<file path="config.mk">
export PLATFORM = sky130hd
export DESIGN_NAME = matmul_sequencer_flat
export DESIGN_NICKNAME = d
export VERILOG_FILES = /design/src/rtl/matmul_sequencer_if.sv /design/src/rtl/matmul_sequencer.sv /design/src/flat_wrapper.sv
export SDC_FILE = /design/constraint.sdc
export NUM_CORES = 1
export LEC_CHECK = 0
export ABC_AREA = 1
export BUFFER_PORTS_ARGS = -buffer_cell sky130_fd_sc_hd__buf_4
export CORE_ASPECT_RATIO = 0.9
export CORE_MARGIN = 1
export CORE_UTILIZATION = 42
export CTS_CLUSTER_DIAMETER = 200
export CTS_CLUSTER_SIZE = 28
export DETAILED_ROUTE_END_ITERATION = 10
export MAX_ROUTING_LAYER = met4
export PLACE_DENSITY_LB_ADDON = 0.15
export SLEW_MARGIN = 20
export SYNTH_ARGS = -nofsm -noshare
export SYNTH_HDL_FRONTEND = slang
export SYNTH_SLANG_ARGS = --single-unit
</file>
<file path="constraint.sdc">
create_clock -name clk_fast -period 2.31 [get_ports clk_fast]
set_clock_uncertainty 0.2 [all_clocks]
set_input_delay 0.693 -clock clk_fast [delete_from_list [all_inputs] [get_ports clk_fast]]
set_output_delay 0.693 -clock clk_fast [all_outputs]
set_load 0.01 [all_outputs]
</file>
<file path="src/rtl/matmul_sequencer_if.sv">
// matmul_sequencer_if: address/accumulator control bus between the matmul sequencer and its datapath.
interface matmul_sequencer_if #(parameter int DIM = 3);
    localparam int AW = $clog2(DIM*DIM);
    logic start;
    logic abort;
    logic [AW-1:0] read_addr_M1;
    logic [AW-1:0] read_addr_M2;
    logic addr_valid;
    logic acc_en;
    logic acc_load;
    logic res_valid;
    logic [AW-1:0] res_addr;
    logic busy;
    logic done;
    modport master (
        input  start, abort,
        output read_addr_M1, read_addr_M2, addr_valid, acc_en, acc_load,
               res_valid, res_addr, busy, done
    );
    modport slave (
        output start, abort,
        input  read_addr_M1, read_addr_M2, addr_valid, acc_en, acc_load,
               res_valid, res_addr, busy, done
    );
endinterface

</file>
<file path="src/rtl/matmul_sequencer.sv">
// matmul_sequencer: issues i/j/k read addresses for C = M1 x M2 and times the accumulator controls.
module matmul_sequencer #(
    parameter int DIM = 3,
    parameter int LAT = 2
) (
    input logic clk_fast,
    input logic rst,
    matmul_sequencer_if.master bus
);
    localparam int AW = $clog2(DIM*DIM);
    localparam int CW = $clog2(DIM);
    localparam logic [1:0] IDLE = 2'd0, RUN = 2'd1, DRAIN = 2'd2, DONE = 2'd3;
    localparam logic [CW-1:0] LAST = CW'(DIM-1);
    localparam logic [AW-1:0] DIM_A = AW'(DIM);

    logic [1:0] state, state_n;
    logic [CW-1:0] i, j, k, i_n, j_n, k_n;
    logic [2:0] cnt;
    logic [AW-1:0] addr_m1, addr_m2, res_addr;
    logic addr_valid, res_valid, busy, done;
    logic clear, last_issue;
    logic [LAT-1:0] av_sr, ld_sr, last_sr;
    logic [AW-1:0] ij_sr [LAT];

    always_comb begin
        clear = rst || (bus.abort && state != IDLE);
        last_issue = i == LAST && j == LAST && k == LAST;
        k_n = k == LAST ? '0 : k + 1'b1;
        j_n = k != LAST ? j : (j == LAST ? '0 : j + 1'b1);
        i_n = (k != LAST || j != LAST) ? i : (i == LAST ? '0 : i + 1'b1);
        state_n = state == IDLE  ? (bus.start ? RUN : IDLE) :
                  state == RUN   ? (last_issue ? DRAIN : RUN) :
                  state == DRAIN ? (cnt == 3'(LAT) ? DONE : DRAIN) : IDLE;
    end

    // Counters always hold the pair currently on the address outputs, so the
    // k==0 / k==DIM-1 tags enter the delay lines aligned with addr_valid.
    always_ff @(posedge clk_fast) begin
        if (clear) begin
            state <= IDLE;
            i <= '0;
            j <= '0;
            k <= '0;
            cnt <= '0;
            addr_m1 <= '0;
            addr_m2 <= '0;
            res_addr <= '0;
            addr_valid <= 1'b0;
            res_valid <= 1'b0;
            busy <= 1'b0;
            done <= 1'b0;
            av_sr <= '0;
            ld_sr <= '0;
            last_sr <= '0;
            for (int n = 0; n < LAT; n++) ij_sr[n] <= '0;
        end else begin
            state <= state_n;
            busy <= state_n != IDLE;
            done <= state_n == DONE;
            addr_valid <= state_n == RUN;
            cnt <= state == DRAIN ? cnt + 3'd1 : 3'd0;
            if (state == RUN) begin
                i <= i_n;
                j <= j_n;
                k <= k_n;
            end
            if (state_n == RUN) begin
                addr_m1 <= state == RUN ? AW'(i_n) * DIM_A + AW'(k_n) : '0;
                addr_m2 <= state == RUN ? AW'(k_n) * DIM_A + AW'(j_n) : '0;
            end
            av_sr[0] <= addr_valid;
            ld_sr[0] <= addr_valid && k == '0;
            last_sr[0] <= addr_valid && k == LAST;
            ij_sr[0] <= AW'(i) * DIM_A + AW'(j);
            for (int n = 1; n < LAT; n++) begin
                av_sr[n] <= av_sr[n-1];
                ld_sr[n] <= ld_sr[n-1];
                last_sr[n] <= last_sr[n-1];
                ij_sr[n] <= ij_sr[n-1];
            end
            res_valid <= last_sr[LAT-1];
            if (last_sr[LAT-1]) res_addr <= ij_sr[LAT-1];
        end
    end

    assign bus.read_addr_M1 = addr_m1;
    assign bus.read_addr_M2 = addr_m2;
    assign bus.addr_valid = addr_valid;
    assign bus.acc_en = av_sr[LAT-1];
    assign bus.acc_load = ld_sr[LAT-1];
    assign bus.res_valid = res_valid;
    assign bus.res_addr = res_addr;
    assign bus.busy = busy;
    assign bus.done = done;
endmodule

</file>
<file path="src/flat_wrapper.sv">
// flat-port wrapper written by rule: the top's interface ports become plain ports
module matmul_sequencer_flat 
#(
    parameter int DIM = 3,
    parameter int LAT = 2
)
  (clk_fast, rst, bus_start, bus_abort, bus_read_addr_M1, bus_read_addr_M2, bus_addr_valid, bus_acc_en, bus_acc_load, bus_res_valid, bus_res_addr, bus_busy, bus_done);
  matmul_sequencer_if #(.DIM(DIM)) bus_i ();
  input logic clk_fast;
  input logic rst;
  input wire logic [$bits(bus_i.start)-1:0] bus_start;
  input wire logic [$bits(bus_i.abort)-1:0] bus_abort;
  output wire logic [$bits(bus_i.read_addr_M1)-1:0] bus_read_addr_M1;
  output wire logic [$bits(bus_i.read_addr_M2)-1:0] bus_read_addr_M2;
  output wire logic [$bits(bus_i.addr_valid)-1:0] bus_addr_valid;
  output wire logic [$bits(bus_i.acc_en)-1:0] bus_acc_en;
  output wire logic [$bits(bus_i.acc_load)-1:0] bus_acc_load;
  output wire logic [$bits(bus_i.res_valid)-1:0] bus_res_valid;
  output wire logic [$bits(bus_i.res_addr)-1:0] bus_res_addr;
  output wire logic [$bits(bus_i.busy)-1:0] bus_busy;
  output wire logic [$bits(bus_i.done)-1:0] bus_done;
  assign bus_i.start = bus_start;
  assign bus_i.abort = bus_abort;
  assign bus_read_addr_M1 = bus_i.read_addr_M1;
  assign bus_read_addr_M2 = bus_i.read_addr_M2;
  assign bus_addr_valid = bus_i.addr_valid;
  assign bus_acc_en = bus_i.acc_en;
  assign bus_acc_load = bus_i.acc_load;
  assign bus_res_valid = bus_i.res_valid;
  assign bus_res_addr = bus_i.res_addr;
  assign bus_busy = bus_i.busy;
  assign bus_done = bus_i.done;
  matmul_sequencer #(.DIM(DIM), .LAT(LAT)) u_core (.clk_fast(clk_fast), .rst(rst), .bus(bus_i));
endmodule
</file>
# == Yosys cells after proc, flatten, opt, wreduce, memory -nomap -nowiden ==
# Memory sizes are Yosys's and may differ from the RTL's. A register that Yosys moved wholly into a read port is not among the register bits.
# Index checks and enable logic that the tools add are counted.
# word_totals
mem_count,1
mem_bits_rw,8
ff_bits,29
# mem_list
name,words,word_bits,rd,rd_clocked_by_memory_dff,wr,line_no,rtl
u_core.ij_sr,2,4,2,1,2,matmul_sequencer.sv:23,logic [AW-1:0] ij_sr [LAT];
# op_classes
addsub,7
mul,3
n_reduce_logical,12
mux,18
eq_ne,10
bitwise,3
# op_table
op,count
two-way mux 2 bit,9
two-way mux 4 bit,4
adder 4 x 2 -> 4 bit,3
multiplier 2 x 2 -> 4 bit (second input constant),3
equality test 2 bit (second input constant),5
adder 2 x 1 -> 2 bit (second input constant),3
logical AND 1 bit,5
two-way mux 1 bit,5
equality test 2 x 1 -> 1 bit (second input constant),2
logical NOT 2 bit,2
!= test 2 bit (second input constant),2
nonzero test 2 bit,2
adder 3 x 1 -> 3 bit (second input constant),1
equality test 3 x 2 -> 1 bit (second input constant),1
logical OR 1 bit,2
OR 1 bit,2
OR reduction 2 bit,1
inverter 1 bit,1

# == Longest topological paths before layout ==
# Gate-level depths: netlist of the first run.
# depth
word_depth,7
depth_mapped,16

# == Least setup slack after synthesis of the first run ==
# OpenSTA, ideal clock, no wires.
# synth_timing
path_type,flip-flop to flip-flop
from,register u_core.i[0]
to,"register u_core.addr_m1[3], in the netlist u_core.bus.read_addr_M1[3]"
path_stages_with_launch,15
slack_ps,-192
arrival_ps,2238
period_less_slack_ps,2502
path_cell_list,dfxtp_1 inv_1 ha_1 nand2_1 o21ai_2 xnor2_1 inv_1 ha_1 ha_1 inv_1 fa_1 or2_2 nand3_1 nand2_1 nor2_1
# synth_via
elab_chain_len,7
# synth_lines
element,line_no,rtl
"start, declared",matmul_sequencer.sv:17,"logic [CW-1:0] i, j, k, i_n, j_n, k_n;"
"start signal, assigned",matmul_sequencer.sv:63,i <= i_n;
branches (longest 7 deep; another with multiplier 2 x 2 -> 4 bit),n/a,
"end signal, assigned",matmul_sequencer.sv:68,addr_m1 <= state == RUN ? AW'(i_n) * DIM_A + AW'(k_n) : '0;
"end, declared",matmul_sequencer.sv:19,"logic [AW-1:0] addr_m1, addr_m2, res_addr;"
# Parallel ways; which one is timed is not known.
# A chain may end at the register's enable or synchronous reset.

# == Worst setup path after layout of the first run ==
# layout_timing
from,register u_core.k[0]
to,"register u_core.addr_m1[3], in the netlist u_core.bus.read_addr_M1[3]"
# layout_via
elab_chain_len,6
# layout_lines
element,line_no,rtl
"start, declared",matmul_sequencer.sv:17,
"start signal, assigned",matmul_sequencer.sv:65,k <= k_n;
!= test 2 bit or equality test 2 bit (tied branches),"matmul_sequencer.sv:30, matmul_sequencer.sv:27, matmul_sequencer.sv:28",
logical OR 1 bit or logical AND 1 bit (tied branches),"matmul_sequencer.sv:30, matmul_sequencer.sv:27",
"two-way mux 2 bit, on equally long branches","matmul_sequencer.sv:30, matmul_sequencer.sv:32",
multiplier 2 x 2 -> 4 bit or two-way mux 2 bit (tied branches),"matmul_sequencer.sv:68, matmul_sequencer.sv:32",
adder 4 x 2 -> 4 bit or two-way mux 2 bit (tied branches),"matmul_sequencer.sv:68, matmul_sequencer.sv:31",
two-way mux 4 bit or equality test 2 x 1 -> 1 bit (tied branches),"matmul_sequencer.sv:68, matmul_sequencer.sv:67",
# Parallel ways exist; a longest one is shown, timed or not.

==> results of run 1 <==
## layout by cell type (no fill, tap or decap), drive strengths merged
cell type and instances:
bufinv 1, nor4 1, ha 12, nand2 46
dfxtp 41, buf 45, nand3 10, or2 1
clkinvlp 1, xnor2 2, inv 37, clkbuf 5
nor2 46, a21oi 7, o21ai 10, clkinv 2
o21bai 1, a211oi 1, nor3 1, fa 5
## where the power goes
group	switching, mW	total [mW]	internal, mW	leakage (nW)
Combinational	0.302	0.549	0.248	0.715
Clock	0.259	0.582	0.323	0.0543
Sequential	0.0383	0.822	0.783	0.337
## worst max-delay path: stages (launching register included)
cell and delay, ps:
dfxtp_2 330, inv_2 60, nand2_4 70, inv_4 80, nand2_4 70, nand2_4 70
o21ai_4 50, xnor2_1 140, inv_1 60, ha_1 270, ha_2 170, inv_2 30
fa_2 310, or2_4 230, nand3_2 60, nand2_1 50, nor2_1 80
## flip-flops by register name (all words and copies together), names as in the netlist, 2 cells and up
signal / flops
u_core.av_sr: 2
u_core.bus.read_addr_M1: 4
u_core.bus.read_addr_M2: 4
u_core.bus.res_addr: 4
u_core.cnt: 3
u_core.i: 2
u_core.ij_sr: 8
u_core.j: 2
u_core.k: 2
u_core.last_sr: 2
u_core.ld_sr: 2
u_core.state: 2
## timing repair
action	CTS	global route
setup buffers	5	0
setup endpoints to repair	4	4
pin swaps	9	4
resized for setup	18	4
## routing by layer
metal	routed length (um)	vias up
met1	1550	633
met4	49	0
li1	-	779
met5	0	-
met2	1440	23
met3	133	6
## how the worst max path moves through the flow
stage / endpoint / cells past startpoint / start
after floorplan: u_core.bus.read_addr_M2[2] / 11 / u_core.k[0]
after global placement: u_core.bus.read_addr_M2[2] / 11 / u_core.k[0]
after detailed placement: u_core.bus.read_addr_M2[2] / 11 / u_core.k[0]
after CTS: u_core.bus.read_addr_M1[3] / 15 / u_core.k[0]
after global routing: u_core.bus.read_addr_M2[2] / 12 / u_core.k[0]
final: u_core.bus.read_addr_M1[3] / 16 / u_core.k[0]
## per-stage QoR
stage               setup WS [ps]  TNS (ps)  cells  power, mW  instance area, um2
finish                      -83.2      -218    323       1.95                2390
global route                 -222      -778    323       2.12                2390
CTS                          -103      -277    323       1.97                2370
detailed placement           -141      -416    310       1.35                2160
global placement            -96.8      -293    310       1.34                2160
floorplan                   -53.4      -155    227       1.17                1830
## cell type report
type	count	area, um2	share of cell area [%]
multi-input combinational	143	898	37.6
tap	48	60.1	2.51
inverter	38	148	6.18
sequential	41	831	34.8
timing repair buffer	45	338	14.1
clock buffer	5	68.8	2.88
clock inverter	3	46.3	1.94
## kinds of logic after synthesis
family | Yosys count
and+or+nand+nor | 105
buffers and inverters | 43
xor gates and xnor gates | 2
AOI/OAI and AO/OA | 19
adders and majority gates | 17
DFF | 41
==> impl_metrics.yaml, run 1 <==
synthesis:
  synth_common_cells: "nor2_1, nand2_1, dfxtp_1"
  synth_area_um2: 1810
  synthFlopType: "dfxtp_1"
  synth-compound-area-share_pct: 6.58
  yosysMostFrequentCell: "nor2_1"
  yosysWarnings: 0
  yosys.area.top_type: "dfxtp_1"
  yosysUniqueCellTypes: 23
  synth_edf_count: 0
  synth_top_area_share_pct: 45.4
  yosys.area_share.simple_pct: 23.5
  synth_top_family_by_area: "simple AND/OR/NAND/NOR gates"
  netlist_instances: 227
  synth.area.mux_share_pct: 0
  synth_xor_area_share_pct: 0.970
  synth_nets: 248
  synth.area.top_cells: "dfxtp_1, nor2_1, nand2_1"
  synth_fa_ha_area_share_pct: 13.9
  async_reset_ff_share_pct: 0
  synth-seq-cells: 41
  syn_area_per_cell_um2: 7.96
  yosysSeqAreaShare_pct: 45.4
critical_path:
  r2r_setup_slack_ps: -80
  crit_path_max_fanout: 4
  critical_path.startpoint_type: "register"
  cp.arrival_ps: 2440
  reg2reg_from: "u_core.k[0]"
  crit_path_end_kind: "register"
  worstSetupPathType: "register to register"
  cp.required_ps: 2350
  r2r-end: "u_core.bus.read_addr_M1[3]"
  ff2ff_path_depth: 16
final_layout:
  syn2layout_area_growth_pct: 32.3
  nets: 295
  num-fill-cells: 389
  drive_gt1_share_pct: 31.6
  n_antenna_cell: 0
  final_util_pct: 58.3
min_path:
  hold_end: "u_core.ij_sr[1][3]"
  worstHoldPathCells: 2
  min_from: "u_core.ij_sr[0][3]"
  hold_class: "register to register"
cts:
  numCtsBuffers: 5
  cts.reportedPaths.clkPinSlew_ps: 80
  cts_root_buf: "clkbuf_8"
  clock_sinks: 41
  clk_path_buf_depth: 2
  hold_buffers: 0
  cts_max_level: 2
  cts_tree: "done"
  clock_latency_ps: 300
sta:
  tightest_slew_ps: 401
  worst_slack_ps: -83.2
  maxSlewHeadroom_pct: 73.3
  rsz0062_at_grt: "yes"
  finalHoldViolations: 0
  fin_crit_sh_pct: 104
  slew_violations: 0
  final-setup-viol-count: 3
  min_period_ps: 2390
  holdWs_ps: 208
  clock.fmax_mhz: 418
route:
  routed_wl_um: 3170
  wl_per_cell_um: 9.82
  drt_iter0_drc: 71
  viasPerCell: 4.46
  vias: 1441
  drcViolationCount: 0
  ant_nets: 0
  drt_first_pass_iters: 6
global_route:
  grt_use_met3_pct: 6.62
  grt_pass1_wl_um: 5820
  grt_start_max_net_pins: 26
  grt_pass1_vias: 1371
  use_met2_pct: 26.1
  antenna_found_initial: 0
  overflow: 0
  use_met1_pct: 20.8
  grt_usage_pct: 17.2
  grt-busiest-layer: "met2"
floorplanning:
  io_pins: 22
  die_area_um2: 4570
  rows: 22
  fp.dieH_um: 64.2
  dieWidth_um: 71.1
  start_util_pct: 44.1
  fp.coreArea_um2: 4100
place:
  dp_hpwl_um: 2200
  gp_congestion: 0.829
  port_buffers: 21
run:
  cap_violations: 0
run_status:
  violations: "setup timing"
  status: "finished with violations"
pwr:
  vdd_drop_max_uv: 479
  p_per_area_nw_per_um2: 817
  cellLeakagePower_nw: 1.11
No activity file was read; power rests on OpenSTA's default activity.
==> run 2, diff against run 1 <==
--- a/config.mk
+++ b/config.mk
@@ -9,7 +9,7 @@
 export BUFFER_PORTS_ARGS = -buffer_cell sky130_fd_sc_hd__buf_4
 export CORE_ASPECT_RATIO = 0.9
 export CORE_MARGIN = 1
-export CORE_UTILIZATION = 42
+export CORE_UTILIZATION = 51
 export CTS_CLUSTER_DIAMETER = 200
 export CTS_CLUSTER_SIZE = 28
 export DETAILED_ROUTE_END_ITERATION = 10
==> impl_metrics.yaml, run 2 (synthesized netlist as in run 1, its figures left out) <==
run_status:
  status: "finished with violations"
  violations: "setup timing"
critical_path:
  r2r_setup_slack_ps: -140
  r2r-end: "u_core.bus.read_addr_M2[2]"
  crit_path_end_kind: "register"
  reg2reg_from: "u_core.k[0]"
  crit_path_max_fanout: 4
  endpoint: "u_core.bus.read_addr_M2[2]"
  cp.required_ps: 2360
  ff2ff_path_depth: 12
  critical_path.startpoint_type: "register"
  crit_start: "u_core.k[0]"
  cp.arrival_ps: 2510
  worstSetupPathType: "register to register"
final_layout:
  drive_gt1_share_pct: 34.2
  n_antenna_cell: 0
  final_common_cell: "buf_4"
  largest_register: "u_core.ij_sr"
  syn2layout_area_growth_pct: 32.2
  num-fill-cells: 287
  stdcell_area_um2: 2390
  largest_reg_flops: 8
  layout_common_cells: "buf_4, nor2_1, nand2_1"
  nets: 295
  final_util_pct: 70.7
cts:
  cts_tree: "done"
  numCtsBuffers: 5
  cts.reportedPaths.clkPinSlew_ps: 80
  cts_max_level: 2
  clock_latency_ps: 300
  cts_root_buf: "clkbuf_8"
  clock_sinks: 41
  clk_path_buf_depth: 2
pwr:
  p_per_area_nw_per_um2: 821
  vdd_drop_max_uv: 504
  cellLeakagePower_nw: 1.11
  total_power_mw: 1.96
place:
  gp_congestion: 0.787
  port_buffers: 21
  placed_cell_area_um2: 2150
  dp_hpwl_um: 2240
global_route:
  grt_pass1_vias: 1320
  grt_start_max_net_pins: 26
  overflow: 0
  grt_usage_pct: 21.2
  grt_pass1_wl_um: 5730
  antenna_found_initial: 0
floorplanning:
  fp.coreArea_um2: 3380
  rows: 20
  start_util_pct: 53.5
  die_area_um2: 3790
  fp.dieH_um: 58.5
  dieWidth_um: 64.7
  io_pins: 22
min_path:
  hold_class: "register to register"
sta:
  rsz0062_at_grt: "yes"
  maxSlewHeadroom_pct: 64.0
  finalSetupTns_ps: -347
  clock.fmax_mhz: 408
  worst_slack_ps: -144
  min_period_ps: 2450
  final-setup-viol-count: 3
  finalHoldViolations: 0
  tightest_slew_ps: 536
  fin_crit_sh_pct: 106
  slew_violations: 0
route:
  routed_wl_um: 3350
  viasPerCell: 4.68
  drt_iter0_drc: 80
  ant_nets: 0
  drt_first_pass_iters: 5
  vias: 1492
  wl_per_cell_um: 10.5
  drcViolationCount: 0
run:
  cap_violations: 0
## run 2: cell counts in the layout (fill, tap and decap cells not counted)
Identical to the previous run, type by type.
## run 2: what timing repair did
item                       4_1_cts  5_1_grt
setup buffers                    6        1
hold buffers                     0        0
pin swaps                       11       11
setup endpoints to repair        4        6
gates resized for setup         13       12
## run 2: layer usage
layer / track usage [%] / up-vias / part of all wire [%]
li1: - / 781 / -
met1: 24.1 / 673 / 46
met2: 33.8 / 26 / 47
met3: 5.43 / 12 / 4.3
met4: 12.4 / 0 / 2.5
met5: - / - / 0
## run 2: how the worst min path moves through the flow
stage                            start  depth (start not counted)                 end  slack [ps]
floorplan              u_core.av_sr[0]                          2     u_core.av_sr[1]         190
global placement       u_core.ld_sr[0]                          2     u_core.ld_sr[1]         200
detailed placement  u_core.ij_sr[0][0]                          2  u_core.ij_sr[1][0]         200
CTS                    u_core.ld_sr[0]                          2     u_core.ld_sr[1]         210
global route         u_core.last_sr[0]                          2   u_core.last_sr[1]         230
finish                 u_core.ld_sr[0]                          2     u_core.ld_sr[1]         200
## run 2: power by group
part           internal [mW]  switching, mW
clock network          0.323          0.258
registers              0.783         0.0342
logic                  0.249          0.316
## run 2: critical path, cell delays in order (launching register included)
cell and delay [ps]:
dfxtp_2 330, inv_2 70, nand2_4 70, inv_4 90
nand3_2 80, o21ai_2 90, fa_1 450, ha_2 210
fa_2 570, nand2_2 50, nand3_2 70, nand2_1 50
nor2_1 80
## run 2: stage by stage
stage | instances | setup WS (ps) | hold slack [ps]
2_1_floorplan | 227 | -53.4 | 194
3_3_place_gp | 305 | -98.4 | 195
3_5_place_dp | 305 | -152 | 201
4_1_cts | 319 | -99.6 | 212
5_1_grt | 319 | -282 | 227
6_report | 319 | -144 | 205
## run 2: cell type report
class / count / area (um2) / share of cell area (%)
clock inverter: 3 / 46.3 / 1.94
timing repair buffer: 45 / 342 / 14.3
inverter: 38 / 145 / 6.08
tap: 44 / 55.1 / 2.30
sequential: 41 / 827 / 34.6
multi-input combinational: 143 / 905 / 37.9
clock buffer: 5 / 68.8 / 2.88
